**src/rtl/binary_pixel_packer.sv**
```systemverilog
// Packs the 1-bit binarized pixel stream into DATA_W-bit words, MSB first.
// Optional foreground statistics are built when BIN_PACK_STATS_EN is defined.
module binary_pixel_packer #(
    parameter int DATA_W = 16,
    parameter int CNT_W  = 20
) (
    input  logic              clk,
    input  logic              rst_n,
    input  logic              in_vsync,
    input  logic              in_href,
    input  logic              in_clken,
    input  logic              in_bit,
    input  logic              wr_full,
    output logic              wr_en,
    output logic [DATA_W-1:0] wr_data,
    output logic              frame_start,
    output logic              overflow,
    output logic [CNT_W-1:0]  fg_count,
    output logic              fg_valid
);

    localparam int CW = $clog2(DATA_W);
    localparam logic [CW-1:0] LAST = CW'(DATA_W - 1);

    logic              vsync_d;
    logic              href_d;
    logic [CW-1:0]     cnt;
    logic [DATA_W-1:0] sreg;

    logic              accept;
    logic              vsync_rise;
    logic              href_fall;
    logic              complete;
    logic              flush;
    logic              pend;
    logic [DATA_W-1:0] mask;
    logic [DATA_W-1:0] word;
    logic [CW-1:0]     cnt_nxt;
    logic [DATA_W-1:0] sreg_nxt;

    assign accept     = in_href & in_clken;
    assign vsync_rise = in_vsync & ~vsync_d;
    assign href_fall  = ~in_href & href_d;
    assign complete   = accept & (cnt == LAST);
    // A new frame discards a partial word instead of flushing it
    assign flush      = href_fall & (cnt != '0) & ~vsync_rise;
    assign pend       = complete | flush;

    // Word assembly and next packing state
    always_comb begin
        mask     = {{(DATA_W-1){1'b0}}, 1'b1} << (LAST - cnt);
        word     = sreg;
        cnt_nxt  = cnt;
        sreg_nxt = sreg;
        if (complete) begin
            word = sreg | (mask & {DATA_W{in_bit}});
        end
        if (complete) begin
            cnt_nxt  = '0;
            sreg_nxt = '0;
        end else if (vsync_rise) begin
            cnt_nxt  = accept ? CW'(1) : '0;
            sreg_nxt = {accept & in_bit, {(DATA_W-1){1'b0}}};
        end else if (flush) begin
            cnt_nxt  = '0;
            sreg_nxt = '0;
        end else if (accept) begin
            cnt_nxt  = cnt + CW'(1);
            sreg_nxt = sreg | (mask & {DATA_W{in_bit}});
        end
    end

    // Packing state, edge-detect copies and write port
    always_ff @(posedge clk or negedge rst_n) begin
        if (!rst_n) begin
            vsync_d     <= 1'b0;
            href_d      <= 1'b0;
            cnt         <= '0;
            sreg        <= '0;
            wr_en       <= 1'b0;
            wr_data     <= '0;
            frame_start <= 1'b0;
            overflow    <= 1'b0;
        end else begin
            vsync_d     <= in_vsync;
            href_d      <= in_href;
            cnt         <= cnt_nxt;
            sreg        <= sreg_nxt;
            frame_start <= vsync_rise;
            wr_en       <= pend & ~wr_full;
            if (pend && !wr_full) begin
                wr_data <= word;
            end
            if (pend && wr_full) begin
                overflow <= 1'b1;
            end else if (vsync_rise) begin
                overflow <= 1'b0;
            end
        end
    end

`ifdef BIN_PACK_STATS_EN
    logic [CNT_W-1:0] fg_int;
    logic [CNT_W-1:0] fg_inc;

    assign fg_inc = (accept && in_bit && (fg_int != {CNT_W{1'b1}}))
                    ? fg_int + CNT_W'(1) : fg_int;

    // Saturating foreground count, published at each frame start
    always_ff @(posedge clk or negedge rst_n) begin
        if (!rst_n) begin
            fg_int   <= '0;
            fg_count <= '0;
            fg_valid <= 1'b0;
        end else begin
            fg_valid <= vsync_rise;
            if (vsync_rise) begin
                fg_count <= fg_inc;
                fg_int   <= '0;
            end else begin
                fg_int   <= fg_inc;
            end
        end
    end
`else
    assign fg_count = {CNT_W{1'b0}};
    assign fg_valid = 1'b0;
`endif

endmodule

```
**config.mk**
```make
export PLATFORM = sky130hd
export DESIGN_NAME = binary_pixel_packer
export DESIGN_NICKNAME = d
export VERILOG_FILES = /design/src/rtl/binary_pixel_packer.sv
export SDC_FILE = /design/constraint.sdc
export NUM_CORES = 1
export LEC_CHECK = 0
export ABC_AREA = 1
export CAP_MARGIN = 30
export CELL_PAD_IN_SITES_DETAIL_PLACEMENT = 1
export CELL_PAD_IN_SITES_GLOBAL_PLACEMENT = 2
export CORE_MARGIN = 5
export CORE_UTILIZATION = 25
export DETAILED_ROUTE_END_ITERATION = 8
export MAX_ROUTING_LAYER = met4
export PLACE_DENSITY_LB_ADDON = 0.1
export SLEW_MARGIN = 25
export SYNTH_ARGS = -nofsm -noshare
export SYNTH_HDL_FRONTEND = slang
export SYNTH_SLANG_ARGS = --single-unit
```
**constraint.sdc**
```tcl
create_clock -name clk -period 1.6 [get_ports clk]
set_clock_uncertainty 0.1 [all_clocks]
set_input_delay 0.48 -clock clk [delete_from_list [all_inputs] [get_ports clk]]
set_output_delay 0.48 -clock clk [all_outputs]
set_load 0.05 [all_outputs]
```
==> results of run 1 <==
-- worst max-delay path: stages, from the launching register on --
cell and delay [ns]:
dfrtp_1 0.42, inv_2 0.07, ha_4 0.17, nand2_4 0.07, nand3_4 0.18, nand2_8 0.20
nand2_8 0.10, nand2_1 0.08, nand2_1 0.05
-- cell families after synthesis --
group	after synthesis
simple gates	130
buf+inv	53
flops	41
compound gates	23
fa+ha+maj	6
xor+xnor	1
other cells	1
-- power by group through the flow --
| stage | clock network (mW) | registers, mW | logic (mW) |
|---|---|---|---|
| after global routing | 0.912 | 1.24 | 1.16 |
| after CTS | 0.875 | 1.23 | 1.03 |
| final | 0.829 | 1.23 | 1.09 |
| after floorplan | 0 | 1.42 | 0.373 |
| after global placement | 0 | 1.25 | 1.02 |
| after detailed placement | 0 | 1.25 | 1.02 |
-- cells in the mapped netlist, types with 3 or more instances --
library cell  count
a21oi_1          14
buf_4            25
dfrtp_1          41
ha_1              6
inv_1            25
nand2_1          76
nand2_4           4
nand3_1          22
nand4_1           3
nor2_1           17
o21ai_0           4
o21bai_1          3
-- layer usage --
metal / GRT usage [%] / routed length (um) / share of wire (%)
met1: 16.08 / 2734 / 47
met2: 17.68 / 2756 / 48
met3: 2.233 / 194 / 3.4
met4: 3.633 / 79 / 1.4
met5: - / 0 / 0
-- metrics by stage --
stage	setup TNS, ns	hold slack, ns	power (mW)	instance area, um^2
6_report	0	0.05012	3.151	3176
5_1_grt	-0.5071	0.06290	3.317	3176
4_1_cts	0	0.05855	3.134	2993
3_5_place_dp	-13.81	0.3774	2.270	2860
3_3_place_gp	-12.38	0.3815	2.263	2860
2_1_floorplan	0	0.08441	1.796	2222
-- worst paths after layout --
check | from | to | slack, ns | cells past startpoint
setup / recovery | cnt[1] | wr_data[1] | 0.04 | 8
hold / removal | rst_n | sreg[15] | 0.05 | 2
setup reg to reg | cnt[1] | wr_data[1] | 0.04 | 8
hold reg to reg | sreg[0] | sreg[0] | 0.41 | 2
max in group asynchronous | rst_n | cnt[2] | 1.13 | 2
min in group clk | in_vsync | vsync_d | 0.29 | 1
-- registers in the layout (all words and copies together), names as in the netlist --
register and count:
frame_start 1, href_d 1, wr_en 1, overflow 1, vsync_d 1, cnt 4, sreg 16, wr_data 16
-- final cells by class --
| class | count | area (um^2) |
|---|---|---|
| inverter | 26 | 98.84 |
| clock buffer | 5 | 68.82 |
| sequential | 41 | 1028 |
| multi-input combinational | 182 | 1008 |
| tap | 105 | 131.4 |
| fill | 958 | 5124 |
| clock inverter | 2 | 35.03 |
| timing repair buffer | 64 | 804.5 |
-- what timing repair did --
| item | CTS | global route |
|---|---|---|
| endpoints found under the setup margin | 30 | 37 |
| pin swaps | 2 | 9 |
| setup buffers | 0 | 8 |
| resized for setup | 7 | 24 |
| gates cloned | 0 | 2 |
==> out/results.tsv, run 1 <==
stage	metric	value	unit
final_layout	diode count	0	
power	clock share of power	26.3	%
routing	DR DRC count	0	
synthesis	Post-Synth Simple-Gate Area	27.80	%
power	maximum VDD drop	0.0003146	V
placement	pre-CTS setup slack	-0.4290	ns
timing	Slew Limit Fails	0	
die	Die ar.	0.01054	mm^2
synthesis	Synth area leaders	dfrtp_1, nand2_1, buf_4, nand3_1, inv_1	
routing	DR pass1 iterations	4	
routing	ANT nets after route	0	
routing	routed len/inst	13.56	um
timing	final worst-path cycle share	97.31	%
clocking	CTS H-tree depth	2	
synthesis	mux contribution to synthesized area	0	%
flow_run	maximum capacitance violations	0	
final_layout	most frequent cells in the layout	nand2_1, dfrtp_1, buf_4	
global_route	GRT overflow	0	
power	Sw Share	34.82	%
clocking	clk buf depth	2	
global_route	pin count of the biggest net entering global routing	42	
placement	DP Cell Count	408	
die	Rows	33	
critical_path	CP Data Required Time	1.69	ns
routing	Vias/cell	4.169	
routing	number of DRC markers in iteration 0	46	
synthesis	ys flop type	dfrtp_1	
placement	Port-buffer cells	25	
placement	GP Congestion	0.7665	
final_layout	# nets final	333	
power	Power Density	992.2	mW/mm^2
synthesis	Post-Syn Instances	255	
synthesis	Synth Area in Adders	3.497	%
synthesis	cell taking the most area after synthesis	dfrtp_1	
power	leakage	1.546	nW
final_layout	Layout Cells excl Fill	425	
timing	Min Clock Period, post-route	1.557	ns
timing	Hold Fails Final Rpt	0	
synthesis	Yosys warnings	0	
die	Initial Util	25.87	%
critical_path	crit path kind	flop to flop	
die	IO Pins	47	
synthesis	largest family of logic cells by synthesized area	simple AND/OR/NAND/NOR gates	
power	Seq pwr share	39.0	%
power	Gate power share	34.7	%
critical_path	critical path arrival	1.65	ns
final_layout	leading cell type in the layout, fill and taps excluded	nand2_1	
clocking	TritonCTS clock tree	yes	
critical_path	crit path launch type	flop	
clocking	clock root cell	clkbuf_8	
critical_path	crit-path max FO	8	
synthesis	synthesized area	0.002147	mm^2
synthesis	top cell type's share of synthesized area	47.79	%
final_layout	share of layout cells above drive strength 1	30.63	%
die	Die Y	102.7	um
die	die span in x	102.7	um
status	outcome	completed	
synthesis	number of library cell types mapped by synthesis	24	
final_layout	Core Util, Final	38.26	%
timing	fmax	642.3	MHz
timing	RSZ-0062 raised after global routing	yes	
synthesis	Post-synth EDFFs	0	
critical_path	crit end category	flop	
global_route	initial antenna violation count	0	
synthesis	sequential element share of the synthesized area	47.79	%
global_route	All-Layer GR Usage	11.78	%
power	P_int	2.054	mW
synthesis	XOR/XNOR Fraction of Synth Area	0.4079	%
synthesis	Yosys reg bits	41	
global_route	global-route wire length before repair	9335	um
clocking	cts bufs inserted	5	
worst_hold_path	worst hold-check path type	input port to asynchronous set/reset pin	
synthesis	Synth async-reset ratio	100.0	%
die	Core ar.	0.008299	mm^2
synthesis	syn_area_per_cell	8.420	um^2
placement	Detail Placement HPWL	4227	um
synthesis	Compound-Gate Fraction of Synth Area	6.235	%
clocking	Worst-path clk slew	0.08	ns
timing	worst setup margin	0.04301	ns
clocking	# hold bufs at CTS	0	
global_route	vias in the first global route	1819	
power	Psw	1.097	mW
routing	drt total wl	5765	um
routing	via count	1772	
timing	count of final setup violators	0	
final_layout	Syn-to-layout area delta	47.90	%
clocking	worst skew pair latency	0.30	ns
clocking	Clock Sinks	41	
Power figures use the tool's default switching activity.
==> run 2, diff against run 1 <==
Settings changed: CORE_UTILIZATION 25 to 26.
==> out/results.tsv, run 2 (synthesis results as in run 1) <==
stage	metric	value	unit	change
critical_path	crit path kind	flop to flop		
die	Rows	33		unchanged
timing	count of final setup violators	0		unchanged
power	Psw	1.117	mW	+1.8%
global_route	met2 Use GR	18.23	%	+0.55 points
status	outcome	completed		
global_route	GR met1 Demand/Resource	16.32	%	+0.24 points
critical_path	critical path arrival	1.67	ns	+0.02 ns
die	Die Y	100.9	um	-1.7%
routing	ANT nets after route	0		unchanged
timing	Slew Limit Fails	0		unchanged
global_route	GR Layer Usage met3	2.422	%	+0.19 points
clocking	CTS H-tree depth	2		unchanged
placement	GP Congestion	0.7584		-1.1%
critical_path	Critical R2R Launch	cnt[1]		
clocking	clock root cell	clkbuf_8		
power	Power Density	976.8	mW/mm^2	-1.6%
critical_path	Reg2Reg Depth	8		unchanged
global_route	All-Layer GR Usage	12.08	%	+0.30 points
timing	RSZ-0062 raised after global routing	yes		
power	Overall Power	3.190	mW	+1.2%
critical_path	CP Data Required Time	1.68	ns	about the same
placement	pre-CTS setup slack	-0.3800	ns	+0.04902 ns
clocking	Clock Sinks	41		unchanged
critical_path	crit-path max FO	8		unchanged
final_layout	final instance area	0.003266	mm^2	+2.8%
flow_run	maximum capacitance violations	0		unchanged
timing	fmax	631.1	MHz	-1.7%
critical_path	crit path launch type	flop		
clocking	Worst-path clk slew	0.09	ns	about the same
clocking	clk buf depth	2		unchanged
final_layout	# nets final	333		unchanged
final_layout	most frequent cells in the layout	nand2_1, dfrtp_1, buf_4		
power	clock share of power	25.8	%	-0.5 points
die	Core ar.	0.008134	mm^2	-2.0%
critical_path	reg2reg end	wr_data[11]		
routing	drt total wl	5816	um	+0.88%
routing	via count	1762		-0.56%
die	Initial Util	26.40	%	+0.53 points
global_route	pin count of the biggest net entering global routing	42		unchanged
power	Seq pwr share	38.9	%	about the same
timing	setup TNS	0	ns	unchanged
final_layout	share of layout cells above drive strength 1	36.56	%	+5.9 points
power	P_int	2.073	mW	+0.91%
die	IO Pins	47		unchanged
final_layout	Syn-to-layout area delta	52.10	%	
final_layout	leading cell type in the layout, fill and taps excluded	nand2_1		
routing	DR DRC count	0		unchanged
global_route	vias in the first global route	1876		+3.1%
power	Sw Share	35.02	%	+0.21 points
critical_path	crit end category	flop		
timing	final worst-path cycle share	99.04	%	+1.7 points
placement	Detail Placement HPWL	4198	um	-0.68%
clocking	cts bufs inserted	5		unchanged
clocking	# hold bufs at CTS	0		unchanged
worst_hold_path	worst hold-check path type	input port to asynchronous set/reset pin		
routing	DR pass1 iterations	4		unchanged
global_route	GRT overflow	0		unchanged
final_layout	diode count	0		unchanged
final_layout	largest registers	sreg x16, wr_data x16, cnt x4		
global_route	GR peak layer	met2		
timing	Hold Fails Final Rpt	0		unchanged
placement	Post-DP Area	0.002835	mm^2	-0.87%
die	Die ar.	0.01018	mm^2	-3.5%
routing	number of DRC markers in iteration 0	29		-37%
routing	routed len/inst	13.68	um	+0.88%
clocking	worst skew pair latency	0.30	ns	about the same
die	die span in x	100.9	um	-1.7%
placement	Port-buffer cells	25		unchanged
global_route	global-route wire length before repair	9315	um	-0.21%
critical_path	Reg2Reg Setup Slack	0.02	ns	-0.03 ns
power	maximum VDD drop	0.0003085	V	-2.0%
routing	Vias/cell	4.146		-0.56%
timing	worst setup margin	0.01543	ns	-0.02758 ns
power	Gate power share	35.3	%	+0.6 points
timing	Min Clock Period, post-route	1.585	ns	+0.02758 ns
global_route	initial antenna violation count	0		unchanged
power	leakage	1.563	nW	+1.1%
clocking	TritonCTS clock tree	yes		
## run 2: changes by cell type in the layout (fill, tap and decap cells not counted), moves of 2 or more
cell,before,now
buf_12,23,21
buf_4,32,30
buf_6,2,5
ha_1,4,2
ha_4,1,3
nand2_1,71,56
nand2_2,5,19
nor2_2,4,2
## run 2: worst max-delay path by stage
stage                  end    start  cells past startpoint  slack, ns
3_3_place_gp      sreg[13]  in_href                      8      -0.34
5_1_grt        wr_data[11]   cnt[0]                      8       -0.1
6_report       wr_data[11]   cnt[1]                      8       0.02
3_5_place_dp   wr_data[11]  in_href                      7      -0.38
4_1_cts           sreg[14]  in_href                      8      -0.01
2_1_floorplan  wr_data[10]   cnt[0]                      9       0.06
## run 2: layout make-up
class,instances,area [um^2]
fill,936,4868
multi-input combinational,182,1099
sequential,41,1028
timing repair buffer,64,802.0
tap,105,131.4
inverter,26,101.3
clock buffer,5,68.82
clock inverter,2,35.03
## run 2: power by group through the flow
stage	Sequential [mW]	Combinational, mW	Clock, mW
after floorplan	1.42	0.373	0
after detailed placement	1.25	1.02	0
final	1.24	1.13	0.822
after global routing	1.26	1.21	0.899
after CTS	1.23	1.03	0.858
after global placement	1.25	1.01	0
## run 2: repair_timing
action / in CTS / in global routing
buffers inserted: 3 / 5
pin swaps: 2 / 15
endpoints found under the setup margin: 33 / 37
gates cloned: 0 / 2
resized for setup: 4 / 58
## run 2: per-stage QoR
| step | cells | hold WS [ns] | util [%] |
|---|---|---|---|
| floorplan | 275 | 0.08441 | - |
| global placement | 408 | 0.3757 | 34.86 |
| detailed placement | 408 | 0.3774 | 34.86 |
| CTS | 418 | 0.05533 | 36.56 |
| global route | 425 | 0.06390 | 40.15 |
| finish | 425 | 0.04868 | 40.15 |
## run 2: worst max-delay path, cell delays in order (launching register included)
cell,delay (ns)
dfrtp_1,0.42
inv_2,0.08
ha_4,0.17
nand2_4,0.07
nand3_4,0.19
nand2_8,0.20
nand2_8,0.11
nand2_2,0.10
nand2_1,0.05
## run 2: per-layer routing
metal  routed length, um  up-vias
met5                   0        -
met4                  80        0
met3                 205        5
met2                2790       35
met1                2739      834
li1                    -      888
==> run 3, diff against run 2 <==
Settings changed: CORE_MARGIN 5 to unset.
==> out/results.tsv, run 3 (synthesis results as in run 1) <==
stage	metric	value	unit	change
status	outcome	completed		
critical_path	critical path arrival	1.62	ns	-0.05 ns
placement	Detail Placement HPWL	4011	um	-4.5%
clocking	Clock Sinks	41		unchanged
critical_path	critical path, cell by cell	ha_2 > nand3_2 > clkinv_2 > nand2_4 > nand2_4 > buf_4 > nand3_1 > nand2_1		
clocking	worst skew pair latency	0.30	ns	about the same
routing	number of DRC markers in iteration 0	82		+180%
timing	fmax	658.4	MHz	+4.3%
final_layout	largest registers	sreg x16, wr_data x16, cnt x4		
global_route	vias in the first global route	1814		-3.3%
routing	drt total wl	5312	um	-8.7%
clocking	CTS H-tree depth	2		unchanged
clocking	clk buf depth	2		unchanged
critical_path	crit-path max FO	5		-3
final_layout	Syn-to-layout area delta	42.02	%	
timing	count of final setup violators	0		unchanged
die	Die Y	92.88	um	-7.9%
worst_hold_path	worst hold-check path type	input port to asynchronous set/reset pin		
global_route	GRT overflow	0		unchanged
critical_path	CP max stage cell	dfrtp_1		
critical_path	most frequent CP cell	nand2_4		
placement	Post-DP Area	0.002839	mm^2	+0.13%
critical_path	crit path launch type	flop		
power	Power Density	1018	mW/mm^2	+4.2%
timing	RSZ-0062 raised after global routing	yes		
critical_path	CP top delay family	simple AND/OR/NAND/NOR gates		
timing	final worst-path cycle share	94.93	%	-4.1 points
routing	DR pass1 iterations	4		unchanged
routing	DR DRC count	0		unchanged
final_layout	leading cell type in the layout, fill and taps excluded	nand2_1		
placement	GP Congestion	0.7752		+2.2%
critical_path	CP Data Required Time	1.70	ns	+0.02 ns
critical_path	Bufs and invs on worst path	2		+1
die	Initial Util	27.36	%	+0.96 points
clocking	cts bufs inserted	5		unchanged
timing	Min Clock Period, post-route	1.519	ns	-0.06566 ns
placement	Port-buffer cells	25		unchanged
clocking	clock root cell	clkbuf_8		
critical_path	max incr delay on CP	0.42	ns	about the same
routing	Vias/cell	4.178		+0.78%
final_layout	most frequent cells in the layout	nand2_1, dfrtp_1, buf_4		
timing	Hold Fails Final Rpt	0		unchanged
die	Core ar.	0.007848	mm^2	-3.5%
die	Die ar.	0.008626	mm^2	-15%
final_layout	diode count	0		unchanged
routing	ANT nets after route	0		unchanged
routing	via count	1734		-1.6%
timing	setup TNS	0	ns	unchanged
global_route	global-route wire length before repair	9045	um	-2.9%
critical_path	crit path kind	flop to flop		
timing	Slew Limit Fails	0		unchanged
die	die span in x	92.88	um	-7.9%
flow_run	maximum capacitance violations	0		unchanged
global_route	pin count of the biggest net entering global routing	42		unchanged
die	Rows	32		-3.0%
critical_path	crit end category	flop		
die	IO Pins	47		unchanged
global_route	All-Layer GR Usage	13.83	%	+1.7 points
power	maximum VDD drop	0.0003222	V	+4.5%
clocking	TritonCTS clock tree	yes		
power	leakage	1.517	nW	-3.0%
final_layout	share of layout cells above drive strength 1	28.43	%	-8.1 points
clocking	Worst-path clk slew	0.08	ns	about the same
routing	routed len/inst	12.80	um	-6.5%
global_route	initial antenna violation count	0		unchanged
final_layout	final instance area	0.003049	mm^2	-6.6%
final_layout	# nets final	326		-2.1%
## run 3: final cells by class
type | count | area [um^2]
Clock buffer | 5 | 68.82
Clock inverter | 2 | 35.03
Fill cell | 942 | 4798
Inverter | 26 | 98.84
Multi-Input combinational cell | 182 | 980.9
Sequential cell | 41 | 1026
Tap cell | 102 | 127.6
Timing Repair Buffer | 57 | 711.9
## run 3: metrics by stage
stage	std cells	worst slack (ns)	utilization [%]	power, mW	hold slack [ns]
after CTS	413	0.0008956	37.76	3.095	0.05452
after detailed placement	406	-0.3944	36.18	2.261	0.3741
final	415	0.08108	38.86	3.103	0.04262
after global placement	406	-0.3551	36.18	2.253	0.3763
after global routing	415	-0.02250	38.86	3.265	0.05715
after floorplan	275	0.05909	-	1.796	0.08441
## run 3: path summary, 6_finish.rpt
path	slack (ns)	depth (start not counted)	startpoint	endpoint
max	0.08	8	cnt[1]	wr_data[5]
min	0.04	2	rst_n	wr_data[3]
max reg2reg	0.08	8	cnt[1]	wr_data[5]
min reg2reg	0.41	2	sreg[10]	wr_data[10]
max in group asynchronous	1.15	2	rst_n	sreg[7]
min in group clk	0.39	1	in_vsync	vsync_d
## run 3: worst reg2reg max path, stage by stage, from the launching register on
cell and delay (ns):
dfrtp_1 0.42, ha_2 0.20, nand3_2 0.09, clkinv_2 0.07, nand2_4 0.13, nand2_4 0.10, buf_4 0.17, nand3_1 0.08
nand2_1 0.06
## run 3: power breakdown
group          switching [mW]  internal [mW]  leakage [nW]  total [mW]
sequential             0.0938           1.13         0.556        1.22
clock                   0.370          0.454        0.0540       0.824
combinational           0.609          0.445         0.907        1.05
total                    1.07           2.03          1.52        3.10
## run 3: per-layer routing
metal | vias to the layer above | track usage [%] | share of wire [%]
li1 | 867 | - | -
met1 | 823 | 18.09 | 49
met2 | 37 | 22.06 | 47
met3 | 7 | 2.299 | 3.3
met4 | 0 | 3.846 | 1.1
met5 | - | - | 0
## run 3: timing repair
action                     4_1_cts  5_1_grt
gates cloned                     0        1
setup buffers                    0        1
resized for setup                8       22
setup endpoints to repair       32       35
hold buffers                     0        0
pin swaps                        4        5
==> patch: new RTL, flow settings as in run 2 <==
The parameter `CNT_W` goes from 20 to 10.
--- a/src/rtl/binary_pixel_packer.sv
+++ b/src/rtl/binary_pixel_packer.sv
@@ -4,3 +4,3 @@
     parameter int DATA_W = 16,
-    parameter int CNT_W  = 20
+    parameter int CNT_W  = 10
 ) (
Ports: changed (resized fg_count); port bits go from 47 to 37. No check against the original RTL was run, so the function may have changed too.
==> patch against run 2 <==
Setup slack better by 62 ps; total power is 4.7% lower; design area is 5.6% lower; non-clock buffer count is 3 higher; count of clock-buffer cells in the layout stayed put; sequential share of layout area is 1.9 points higher; wire length is 9.2% lower; critical path depth stayed put; sequential cell count stayed put; hold slack better by 230 ps; synthesized area is 3.5% lower.
==> patch: results (changes against run 2) <==
* Max VDD drop at 351 uV (+14%)
* Worst EP arrival at 1600 ps (-70 ps)
* Filler instances at 906 (-3.2%)
* Max FO, Critical Path at 16 (+8)
* GRT Resource Usage Total at 0.116 (-0.00478)
* LEAKAGE at 1.54 nW (-1.7%)
* Largest net degree at the start of global routing at 30 (-29%)
* Synth async-reset ratio at 1.00 (unchanged)
* Area contributors post-synth: dfrtp_1 50%, nand2_1 14%, buf_4 5.4%
* Critical-path top delay cell: dfrtp_2
* Post-synth top cells: 76 x nand2_1, 41 x dfrtp_1, 25 x inv_1
* Status: finished, final reports clean
* Hpwl dp at 4260 um (+1.5%)
* Final Net Count at 325 (-2.4%)
* Regs by FF count: sreg: 16 flops, wr_data: 16 flops, cnt: 4 flops
* CTS root buf: clkbuf_8
* PortBufs at 25 (unchanged)
* Worst stage delay on the critical path at 410 ps
* Worst hold path type: in -> reg
* Wirelength per Cell at 12.8 um (-6.8%)
* First-pass GRT wire length at 9010 um (-3.3%)
* Register area share after synthesis at 0.495 (+0.0173)
* Vias in the first global route at 1785 (-4.9%)
* Initial DRC Count at 32 (+10%)
* Setup slack at placement at -407 ps (-26.6 ps)
* Share of layout cells above drive strength 1 at 0.317 (-0.0483)
* Final Wtd Congestion at 0.778 (+2.5%)
* Vias at 1721 (-2.3%)
* Placed Area at 2820 um^2 (-0.40%)
patch: cell count changes in the layout (fill, tap and decap cells not counted), moves of 2 or more:
cell / run 2 / this run
nand2_1: 56 / 71
nand2_2: 19 / 6
conb_1: 21 / 11
buf_4: 30 / 38
buf_6: 5 / 1
nand2_8: 5 / 2
clkdlybuf4s50_1: 3 / 1
inv_2: 2 / 4
nand3_1: 19 / 21
o21ai_0: 2 / 4
patch: area by class of cell:
type	instances	share of cell area
Clock inverter	2	0.0114
Multi-Input combinational cell	171	0.303
Tap cell	102	0.0414
Sequential cell	41	0.334
Clock buffer	5	0.0223
Inverter	26	0.0320
Timing Repair Buffer	67	0.256
patch: what timing repair did:
item / CTS / global route
hold endpoints to repair: 12 / 0
pin swaps: 2 / 8
endpoints found under the setup margin: 34 / 35
hold buffers: 1 / 0
gates resized for setup: 6 / 23
cloned: 0 / 0
buffers inserted: 1 / 6
patch: stage by stage:
step | util | instances
2_1_floorplan | - | 255
3_3_place_gp | 0.365 | 399
3_5_place_dp | 0.365 | 399
4_1_cts | 0.383 | 408
5_1_grt | 0.399 | 414
6_report | 0.399 | 414
patch: report_power, final:
group | switching [mW] | total, mW | leakage [nW] | internal (mW)
clock | 0.359 | 0.813 | 0.0540 | 0.454
combinational | 0.553 | 0.996 | 0.931 | 0.444
sequential | 0.100 | 1.23 | 0.552 | 1.13
patch: path summary, 6_finish.rpt:
kind / start / slack (ps) / cells past startpoint / to
setup / recovery: cnt[0] / 80 / 8 / wr_data[1]
hold / removal: in_vsync / 280 / 1 / vsync_d
setup reg to reg: cnt[0] / 80 / 8 / wr_data[1]
hold reg to reg: sreg[9] / 400 / 2 / wr_data[9]
max in group asynchronous: rst_n / 420 / 3 / sreg[9]
min in group asynchronous: rst_n / 520 / 2 / sreg[0]
patch: kinds of logic (layout without fill, tap and decap cells):
| family | Yosys count | count (layout) | synth area share |
|---|---|---|---|
| compound gates | 23 | 23 | 0.0646 |
| xor+xnor | 1 | 1 | 0.00423 |
| fa+ha+maj | 6 | 6 | 0.0362 |
| buf+inv | 43 | 100 | 0.110 |
| flops | 41 | 41 | 0.495 |
| other cells | 1 | 11 | 0.00181 |
| simple gates | 130 | 130 | 0.288 |
patch: routing by layer:
layer | global-route usage | part of all wire | vias to the layer above
met2 | 0.185 | 0.47 | 26
li1 | - | - | 880
met1 | 0.154 | 0.49 | 810
met3 | 0.0210 | 0.037 | 5
met5 | - | 0 | -
met4 | 0.0252 | 0.0072 | 0
patch: critical path: cells and delay by family, from the launching register on:
family,cells,cell delay (ps)
simple gates,6,670
flops,1,410
fa+ha+maj,1,160
buf+inv,1,70
